==> src/rtl/fetch_stage.sv <==
// Instruction-fetch front end: credit-limited req/gnt/rvalid fetch into an
// in-order queue of {inst, pc}, with redirect flush and wrong-path discard.
module fetch_stage #(
  parameter logic [31:0] RESET_PC = 32'h0000_0000,
  parameter int unsigned DEPTH    = 2
) (
  input  logic        clk,
  input  logic        rst,
  output logic        imem_req,
  output logic [31:0] imem_addr,
  input  logic        imem_gnt,
  input  logic        imem_rvalid,
  input  logic [31:0] imem_rdata,
  input  logic        redirect,
  input  logic [31:0] redirect_pc,
  input  logic        stall,
  output logic        inst_valid,
  output logic [31:0] inst,
  output logic [31:0] pc
);

  localparam int unsigned   AW      = $clog2(DEPTH);
  localparam int unsigned   CW      = AW + 1;
  localparam logic [31:0]   NOP     = 32'h0000_0013;
  localparam logic [CW+1:0] DEPTH_W = (CW+2)'(DEPTH);

  logic [31:0]   fetch_pc_q, fetch_pc_d;
  logic [31:0]   resp_pc_q, resp_pc_d;
  logic [CW-1:0] occ_q, occ_d;
  logic [CW-1:0] outst_q, outst_d;
  logic [CW-1:0] disc_q, disc_d;
  logic [AW-1:0] rd_ptr_q, rd_ptr_d;
  logic [AW-1:0] wr_ptr_q, wr_ptr_d;
  logic [31:0]   inst_mem_q [DEPTH];
  logic [31:0]   pc_mem_q   [DEPTH];

  logic [CW+1:0] credit_used;
  logic          head_valid;
  logic          grant;
  logic          drop;
  logic          push;
  logic          pop;

  always_comb begin
    credit_used = {2'b00, occ_q} + {2'b00, outst_q} + {2'b00, disc_q};
    imem_req    = !rst && !redirect && (credit_used < DEPTH_W);
    imem_addr   = fetch_pc_q;

    head_valid  = (occ_q != '0) && !redirect;
    inst_valid  = head_valid;
    inst        = head_valid ? inst_mem_q[rd_ptr_q] : NOP;
    pc          = head_valid ? pc_mem_q[rd_ptr_q]   : '0;

    grant       = imem_req && imem_gnt;
    drop        = imem_rvalid && (disc_q != '0);
    // A response with nothing outstanding is a memory protocol error; ignore it.
    push        = imem_rvalid && (disc_q == '0) && (outst_q != '0);
    pop         = head_valid && !stall;
  end

  always_comb begin
    fetch_pc_d = fetch_pc_q;
    resp_pc_d  = resp_pc_q;
    occ_d      = occ_q;
    outst_d    = outst_q;
    disc_d     = disc_q;
    rd_ptr_d   = rd_ptr_q;
    wr_ptr_d   = wr_ptr_q;
    if (redirect) begin
      fetch_pc_d = redirect_pc & 32'hFFFF_FFFC;
      resp_pc_d  = redirect_pc & 32'hFFFF_FFFC;
      occ_d      = '0;
      rd_ptr_d   = '0;
      wr_ptr_d   = '0;
      // Everything still in flight becomes wrong-path; this cycle's word is already gone.
      disc_d     = outst_q + disc_q - CW'(imem_rvalid);
      outst_d    = '0;
    end else begin
      fetch_pc_d = grant ? fetch_pc_q + 32'd4 : fetch_pc_q;
      resp_pc_d  = push  ? resp_pc_q  + 32'd4 : resp_pc_q;
      outst_d    = outst_q + CW'(grant) - CW'(push);
      disc_d     = disc_q - CW'(drop);
      occ_d      = occ_q + CW'(push) - CW'(pop);
      rd_ptr_d   = rd_ptr_q + AW'(pop);
      wr_ptr_d   = wr_ptr_q + AW'(push);
    end
  end

  always_ff @(posedge clk) begin
    if (rst) begin
      fetch_pc_q <= RESET_PC;
      resp_pc_q  <= RESET_PC;
      occ_q      <= '0;
      outst_q    <= '0;
      disc_q     <= '0;
      rd_ptr_q   <= '0;
      wr_ptr_q   <= '0;
    end else begin
      fetch_pc_q <= fetch_pc_d;
      resp_pc_q  <= resp_pc_d;
      occ_q      <= occ_d;
      outst_q    <= outst_d;
      disc_q     <= disc_d;
      rd_ptr_q   <= rd_ptr_d;
      wr_ptr_q   <= wr_ptr_d;
    end
  end

  always_ff @(posedge clk) begin
    if (!rst && !redirect && push) begin
      inst_mem_q[wr_ptr_q] <= imem_rdata;
      pc_mem_q[wr_ptr_q]   <= resp_pc_q;
    end
  end

endmodule

==> config.mk <==
export PLATFORM = sky130hd
export DESIGN_NAME = fetch_stage
export DESIGN_NICKNAME = d
export VERILOG_FILES = /design/src/rtl/fetch_stage.sv
export SDC_FILE = /design/constraint.sdc
export NUM_CORES = 1
export LEC_CHECK = 0
export CORE_MARGIN = 1.5
export CORE_UTILIZATION = 56
export DETAILED_ROUTE_END_ITERATION = 6
export DONT_BUFFER_PORTS = 1
export GPL_ROUTABILITY_DRIVEN = 0
export PLACE_DENSITY = 0.74
export SYNTH_ARGS = -nofsm -noshare
export SYNTH_HDL_FRONTEND = slang
export SYNTH_SLANG_ARGS = --single-unit
==> constraint.sdc <==
create_clock -name clk -period 5.95 [get_ports clk]
set_clock_uncertainty 0.2 [all_clocks]
set_input_delay 0.8925 -clock clk [delete_from_list [all_inputs] [get_ports clk]]
set_output_delay 0.8925 -clock clk [all_outputs]
set_load 0.05 [all_outputs]
Yosys cells after proc, flatten, opt, wreduce, memory -nomap -nowiden
Memory sizes are Yosys's and may differ from the RTL's. A register that Yosys moved wholly into a read port is not among the register bits.
Cells that the tools add are included.
Cells by class
  add/sub/neg operators: 13
  order comparisons: 1
  muxes and demuxes: 11
  reductions and logical operators: 19
Operator list (count)
  32-bit two-way mux: 6
  32-bit by 3-bit adder with 32-bit output (second input constant): 2
  2-bit nonzero test: 5
  1-bit logical AND: 9
  2-bit by 1-bit subtractor with 2-bit output: 4
  2-bit by 1-bit adder with 2-bit output: 2
  3-bit by 2-bit adder with 4-bit output: 1
  4-bit by 2-bit < comparator with 1-bit output (second input constant): 1
  1-bit two-way mux: 4
  2-bit by 2-bit adder with 3-bit output: 1
  1-bit logical NOT: 3
  1-bit adder: 2
  2-bit adder: 1
  2-bit logical NOT: 1
  2-bit two-way mux: 1
  2-bit OR reduction: 1
Word-level totals
  register bits after elaboration: 72
  memory bits (writable): 128
  bits of input ports: 70
  output and inout port bits: 98
  word-level logic and storage cells: 55
  memories kept: 2
Memories
  inst_mem_q: words 2, bits a word 32, rd ports 1, clocked after memory_dff 1, wr ports 1, RTL line 34  | logic [31:0] inst_mem_q [DEPTH];
  pc_mem_q: words 2, bits a word 32, rd ports 1, clocked after memory_dff 1, wr ports 1, RTL line 35  | logic [31:0] pc_mem_q [DEPTH];

Logic depth before layout (Yosys ltp)
Gate-level depths: netlist of run 1.
  word-level depth: 7
  depth in mapped cells: 15
  depth with buffers taken out: 13

Worst setup path before layout of run 1
No wires, ideal clock.
  kind: input -> register
  from: input port imem_rvalid
  to: memory inst_mem_q[0][0], enable pin
  setup time: 0.558 ns
  data arrival time: 5.688 ns
  required time: 5.192 ns
  slack: -0.496 ns
  stages: 5
  path buffers: 2
  cell sequence: o21ai_0 > or2_1 > clkbuf_2 > buf_6 > nor3_1
On the way
  longest elaborated chain between the ends: 5
Ends and longest elaborated chain
  start, declared: RTL line 12  | input logic imem_rvalid,
  1-bit logical AND (2 in a row): RTL line 57  | push = imem_rvalid && (disc_q == '0) && (outst_q != '0);
  1-bit logical AND: RTL line 110  | if (!rst && !redirect && push) begin
  1-bit two-way mux: RTL line 110
  1-bit two-way mux (implied by the code): RTL line 111  | inst_mem_q[wr_ptr_q] <= imem_rdata;
  end, declared: RTL line 34
No other way between the ends.

Worst setup path after layout of run 1
  from: register occ_q[1]
  to: register outst_q[1]
On the way
  longest elaborated chain between the ends: 7
Ends and longest elaborated chain
  start, declared: RTL line 29  | logic [CW-1:0] occ_q, occ_d;
  start signal, assigned: RTL line 93  | occ_q <= '0;
  start signal, assigned: RTL line 101  | occ_q <= occ_d;
  2-bit by 2-bit adder with 3-bit output: RTL line 45  | credit_used = {2'b00, occ_q} + {2'b00, outst_q} + {2'b00, disc_q};
  3-bit by 2-bit adder with 4-bit output: RTL line 45
  4-bit by 2-bit < comparator with 1-bit output: RTL line 46  | imem_req = !rst && !redirect && (credit_used < DEPTH_W);
  1-bit logical AND: RTL line 46
  1-bit logical AND: RTL line 54  | grant = imem_req && imem_gnt;
  2-bit by 1-bit adder with 2-bit output: RTL line 81  | outst_d = outst_q + CW'(grant) - CW'(push);
  2-bit by 1-bit subtractor with 2-bit output: RTL line 81
  end signal, assigned: RTL line 102  | outst_q <= outst_d;
  end, declared: RTL line 30  | logic [CW-1:0] outst_q, outst_d;
No other way between the ends.
A chain may end at the register's enable or synchronous reset.

==> results by group, run 1 <==
Outcome
  • Status: complete, no violations

Hold path
  • Hold Path Sink: pc_mem_q[0][26]
  • Worst hold stages: 0
  • Hold Path Class: flip-flop to flip-flop
  • Startpoint of the worst hold path: resp_pc_q[26]

Timing
  • Final Hold Viols: 0
  • Fmax: 0.2439 GHz
  • Crit share post-route: 68.91%
  • Total negative slack: 0 ns
  • Post-layout min period: 4.100 ns
  • # setup viols final: 0
  • Slew Limit Fails: 0
  • RSZ-0062 raised after global routing: false
  • Slew HR: 15.58%
  • Worst-Margin Slew: 1.249 ns

Die
  • I/O pin total: 168
  • Row count: 45
  • Core ar.: 15090 µm²
  • Initial Utilization: 56.94%
  • Die W: 126.9 µm
  • Die span in y: 126.9 µm
  • Die Area: 16090 µm²

Synthesis
  • Yosys cell types: 63
  • Area share of the largest cell type after synthesis: 43.34%
  • Synth Instances: 723
  • Synth Warn #: 0
  • Flops & latches, synth: 192
  • Syn avg cell area: 11.88 µm²
  • Yosys top cell by area: edfxtp_1
  • Dominant synthesized flop cell: edfxtp_1
  • Cell Area, Synth: 8592 µm²
  • Largest cells by area after synthesis: edfxtp_1 (43%), dfxtp_1 (16%), mux2i_1 (7.3%), nor2_1 (4.0%), xnor2_1 (3.6%)
  • Post-synth ARST share: 0%
  • Number of synthesized flops with an enable pin: 124
  • Sequential share of the synthesized area: 59.18%

Final layout
  • Util after Layout: 61.47%
  • Most common cell after layout, fill and taps aside: edfxtp_1
  • Final cell count without fillers: 909
  • Commonest cells after routing, fill and taps aside: edfxtp_1 (124), nor2_1 (92), dfxtp_1 (67)
  • Area growth, synth to finish: 7.951%
  • Nets: 790
  • Layout cells sized above 1: 8.183%
  • Inserted Diodes: 0

Drt
  • Post-route DRC: 0
  • Starting DRT DRC Count: 435
  • Final ANT Viol Nets: 0
  • DR vias: 5473
  • DR WL/cell: 19.40 µm
  • Vias per cell: 6.021
  • Detailed-route wire length: 17.64 mm
  • Initial DRT Pass Iterations: 5

Place
  • DP HPWL: 12.05 mm
  • Placed insts: 877
  • Port bufs: 0

GRT
  • Initial antenna violation count: 0
  • Met3 Usage GRT: 7.381%
  • Largest net degree at the start of global routing: 76
  • Gr ovfl total: 0
  • Vias in the first global route: 5347
  • First-pass GRT wire length: 27.65 mm
  • Total Routing Usage GR: 22.04%
  • GR peak layer: met2
  • M2 GR Usage: 34.72%
  • Met1 Use GR: 28.64%

Critical path
  • Crit-path max FO: 16
  • CP Buf/Inv Count: 4
  • R2R Path Start: occ_q[1]
  • Critical path's slowest cell: fa_1
  • Worst Path Class, Setup: flip-flop to flip-flop
  • Setup slack, reg-to-reg: 1.85 ns
  • Crit path top cell by count: inv_1
  • Top delay family on crit path: adder cells
  • R2R cell count: 13
  • Crit Reg-Reg Endpoint: outst_q[1]
  • CP arrival: 4.19 ns
  • Max stage delay on crit path: 0.55 ns
  • CP Launch Type: flip-flop
  • CP Capture Type: flip-flop
  • Crit-path cells: inv_1 -> fa_1 -> inv_1 -> ha_1 -> nand4bb_1 -> nor2_2 -> inv_1 -> ha_1 -> inv_1 -> ha_1 -> xor2_1 -> xnor2_1 -> nor2_1
  • Critical path required time: 6.04 ns

Clock network
  • Clk sink count: 192
  • Max H-tree Level: 4
  • Clk root buf: clkbuf_16
  • Clk buf depth: 2
  • CTS Hold Bufs: 0
  • Postcts setup bufs: 0
  • Clock transition at path regs: 0.07 ns
  • TritonCTS clock tree: yes
  • CTS buffer count: 17
  • Quantity of gates resized following cts: 0
  • Worst skew pair latency: 0.43 ns

Power and ir drop
  • Worst IR Drop VDD: 0.0001921 V
  • Leakage: 2.928 nW
  • PwrDens: 296.3 nW/µm²
  • Final total power: 2.748 mW

Flow run
  • Max cap viols: 0
==> stage by stage <==
step,setup WS [ns],cell area [µm²],hold slack [ns]
2_1_floorplan,1.390,8608,0.2476
3_3_place_gp,2.062,8720,0.2787
3_5_place_dp,1.967,8720,0.3066
4_1_cts,1.939,9275,0.3085
5_1_grt,1.724,9275,0.3118
6_report,1.850,9275,0.3124
==> registers in the layout, indices dropped and copies added (netlist names) <==
register    flops
disc_q          2
pc_mem_q       60
resp_pc_q      30
outst_q         2
wr_ptr_q        1
occ_q           2
inst_mem_q     64
imem_addr      30
rd_ptr_q        1
==> how the worst max path moves through the flow <==
| stage | depth (start not counted) | endpoint | from | slack (ns) |
|---|---|---|---|---|
| after floorplan | 5 | inst_mem_q[0][0] | imem_rvalid | 1.39 |
| after global placement | 13 | outst_q[1] | occ_q[1] | 2.06 |
| after detailed placement | 13 | outst_q[1] | occ_q[1] | 1.97 |
| after CTS | 13 | outst_q[1] | occ_q[1] | 1.94 |
| after global routing | 13 | outst_q[1] | occ_q[1] | 1.72 |
| final | 13 | outst_q[1] | occ_q[1] | 1.85 |
==> cells in the mapped netlist, drive strengths merged, types with 11 or more instances <==
cell	n
edfxtp	124
nor2	93
dfxtp	68
mux2i	63
nand2	37
xnor2	35
clkbuf	29
a21boi	24
nand3	23
nand4	22
xor2	18
nor4	17
inv	16
o21ai	16
a21oi	14
o21a	14
buf	13
nor3	12
ha	11
==> cell families (layout without fill, tap and decap cells) <==
| family | after synthesis | count (layout) | share of synthesized area [%] |
|---|---|---|---|
| buf+inv | 58 | 53 | 2.912 |
| other cells | 1 | 4 | 0.04365 |
| simple gates | 243 | 243 | 15.32 |
| mux | 64 | 64 | 7.470 |
| xor+xnor | 53 | 53 | 5.403 |
| fa+ha+maj | 12 | 12 | 1.835 |
| compound gates | 100 | 100 | 7.835 |
| flops | 192 | 192 | 59.18 |
==> cell type report <==
cell class,count,area [µm²]
fill,1186,5814
sequential,192,5089
multi-input combinational,476,3298
clock buffer,20,436.7
tap,188,235.2
clock inverter,12,118.9
inverter,16,60.06
timing repair buffer,5,37.54
==> metal layers <==
layer | share of wire, % | vias to the layer above
li1 | - | 2605
met1 | 44 | 2614
met2 | 46 | 229
met3 | 8.8 | 25
met4 | 1.5 | 0
met5 | 0 | -
==> power breakdown <==
group / leakage, nW / total [mW] / internal [mW] / switching (mW)
Combinational: 0.979 / 0.129 / 0.0505 / 0.0786
Clock: 0.262 / 1.08 / 0.613 / 0.464
Sequential: 1.69 / 1.54 / 1.45 / 0.0932
==> worst reg2reg max path, delay by kind of cell, from the launching register on <==
| family | cells | cell delay (ns) |
|---|---|---|
| adders and majority gates | 4 | 1.43 |
| xor gates and xnor gates | 2 | 0.32 |
| buffers and inverters | 4 | 0.55 |
| and+or+nand+nor | 3 | 1.08 |
| DFF | 1 | 0.38 |
(Power assumes the default switching activity.)
==> run 2: changes to the inputs <==
==> constraint.sdc (replaced) <==
create_clock -name clk -period 3.7 [get_ports clk]
set_clock_uncertainty 0.2 [all_clocks]
set_input_delay 0.555 -clock clk [delete_from_list [all_inputs] [get_ports clk]]
set_output_delay 0.555 -clock clk [all_outputs]
set_load 0.05 [all_outputs]
==> run 2 against run 1 <==
  * Sequential share of layout area shrank 4.9 points
  * Critical path type unchanged
  * Final cell count grew 11%
  * Largest power group unchanged
  * Clock power grew 58%
  * Global-route usage grew 0.97 points
  * Non-clock buffer count grew 103
  * Via count grew 8.0%
  * Utilization grew 6.0 points
  * Critical path depth shrank 3
  * Sequential cell count is the same
  * First-iteration DRC count grew 34%
==> results by group, run 2 (synthesis gave the netlist of run 1 again) <==
Outcome
  • Status: complete, no violations

Clock network
  • Clk buf depth: 2 (unchanged)
  • CTS Hold Bufs: 2 (+2)
  • Quantity of gates resized following cts: 0 (unchanged)
  • Max H-tree Level: 4 (unchanged)
  • Clock transition at path regs: 0.07 ns (about the same)
  • CTS buffer count: 17 (unchanged)
  • Clk sink count: 192 (unchanged)
  • Postcts setup bufs: 0 (unchanged)
  • Clk root buf: clkbuf_16
  • Worst skew pair latency: 0.42 ns (about the same)
  • TritonCTS clock tree: yes

Die
  • Die W: 126.9 µm (unchanged)
  • Core ar.: 15090 µm² (unchanged)
  • I/O pin total: 168 (unchanged)
  • Initial Utilization: 56.94% (unchanged)
  • Die span in y: 126.9 µm (unchanged)
  • Row count: 45 (unchanged)
  • Die Area: 16090 µm² (unchanged)

GRT
  • First-pass GRT wire length: 28.62 mm (+3.5%)
  • Total Routing Usage GR: 23.01% (+0.97 points)
  • Largest net degree at the start of global routing: 76 (unchanged)
  • Gr ovfl total: 0 (unchanged)
  • Initial antenna violation count: 0 (unchanged)
  • Vias in the first global route: 5545 (+3.7%)

Final layout
  • Nets: 893 (+13%)
  • Layout cells sized above 1: 16.14% (+8.0 points)
  • Area growth, synth to finish: 18.46%
  • Commonest cells after routing, fill and taps aside: edfxtp_1 (124), nor2_1 (92), buf_4 (71)
  • Max reg flops: 64 (unchanged)
  • Inserted Diodes: 0 (unchanged)
  • Most common cell after layout, fill and taps aside: edfxtp_1
  • Largest Register: inst_mem_q
  • # fillers: 1106 (-6.7%)
  • Largest registers: inst_mem_q (64), pc_mem_q (60)

Drt
  • Initial DRT Pass Iterations: 5 (unchanged)
  • Post-route DRC: 0 (unchanged)
  • DR WL/cell: 18.38 µm (-5.3%)
  • DR vias: 5910 (+8.0%)
  • Vias per cell: 5.840 (-3.0%)
  • Starting DRT DRC Count: 585 (+34%)
  • Detailed-route wire length: 18.60 mm (+5.5%)
  • Final ANT Viol Nets: 0 (unchanged)

Timing
  • Crit share post-route: 88.86% (+20 points)
  • Fmax: 0.3042 GHz (+25%)
  • Final Hold Viols: 0 (unchanged)
  • RSZ-0062 raised after global routing: false
  • Worst-Margin Slew: 1.001 ns (-0.2484 ns)
  • Hold WS: 0.03059 ns (-0.2818 ns)
  • Slew HR: 33.06% (+17 points)
  • Total negative slack: 0 ns (unchanged)
  • # setup viols final: 0 (unchanged)
  • Post-layout min period: 3.288 ns (-0.8125 ns)
  • Slew Limit Fails: 0 (unchanged)

Critical path
  • CP arrival: 3.44 ns (-0.75 ns)
  • Critical path required time: 3.85 ns (-2.19 ns)
  • Worst Path Class, Setup: flip-flop to flip-flop
  • CP Launch Type: flip-flop
  • Setup slack, reg-to-reg: 0.41 ns (-1.44 ns)
  • CP Capture Type: flip-flop
  • Crit-path max FO: 5 (-11)

Power and ir drop
  • Leakage: 3.477 nW (+19%)
  • PwrDens: 437.5 nW/µm² (+48%)
  • Worst IR Drop VDD: 0.0003137 V (+63%)

Place
  • Port bufs: 0 (unchanged)
  • DP HPWL: 12.44 mm (+3.3%)

Hold path
  • Hold Path Class: primary input to flip-flop

Flow run
  • Max cap viols: 0 (unchanged)
## run 2: cell types whose count changed in the layout (fill, tap and decap cells not counted), moves of 3 or more
cell           previous run  this run
buf_4                     5        71
inv_4                     0         3
clkinv_1                  3         0
buf_12                    0         3
dlygate4sd3_1             0        34
## run 2: layout make-up
type                            instances  area, µm²  area share (%)
Inverter                               16      60.06          0.5900
Multi-Input combinational cell        476       3298           32.40
Tap cell                              188      235.2           2.311
Clock buffer                           20      467.9           4.597
Timing Repair Buffer                  108      933.4           9.170
Sequential cell                       192       5089           49.99
Clock inverter                         12      95.09          0.9342
## run 2: where the power goes
part	total, mW	internal (mW)	leakage (nW)	switching [mW]
Clock	1.71	0.954	0.289	0.761
Sequential	2.48	2.33	1.69	0.146
Combinational	0.263	0.115	1.50	0.148
## run 2: worst max-delay path, cell delays in order, from the launching register on
cell       delay, ns
dfxtp_1         0.43
inv_1           0.10
fa_1            0.51
inv_1           0.05
ha_1            0.32
nand4bb_1       0.34
buf_4           0.25
nor4_1          0.50
nand3_1         0.16
xor2_1          0.18
a21boi_0        0.18
## run 2: path summary, 6_finish.rpt
| path | startpoint | end | cells past startpoint |
|---|---|---|---|
| max | outst_q[1] | imem_addr[25] | 10 |
| min | imem_rdata[31] | inst_mem_q[0][31] | 0 |
| max reg2reg | outst_q[1] | imem_addr[25] | 10 |
| min reg2reg | resp_pc_q[28] | pc_mem_q[1][28] | 0 |
## run 2: metal layers
| layer | track usage [%] | vias up | wire length (µm) |
|---|---|---|---|
| li1 | - | 2830 | - |
| met5 | 0 | - | 0 |
| met1 | 29.67 | 2814 | 8028 |
| met2 | 36.32 | 244 | 8782 |
| met4 | 6.150 | 0 | 215 |
| met3 | 9.279 | 22 | 1576 |
## run 2: stage by stage
stage	utilization [%]	power, mW	setup slack [ns]	cells	area [µm²]
floorplan	-	2.679	0.003532	726	8615
global placement	61.47	2.727	0.5189	946	9275
detailed placement	61.47	2.741	0.4565	946	9275
CTS	65.33	4.456	0.4340	980	9858
global route	67.45	4.604	0.1580	1012	10180
finish	67.45	4.453	0.4123	1012	10180
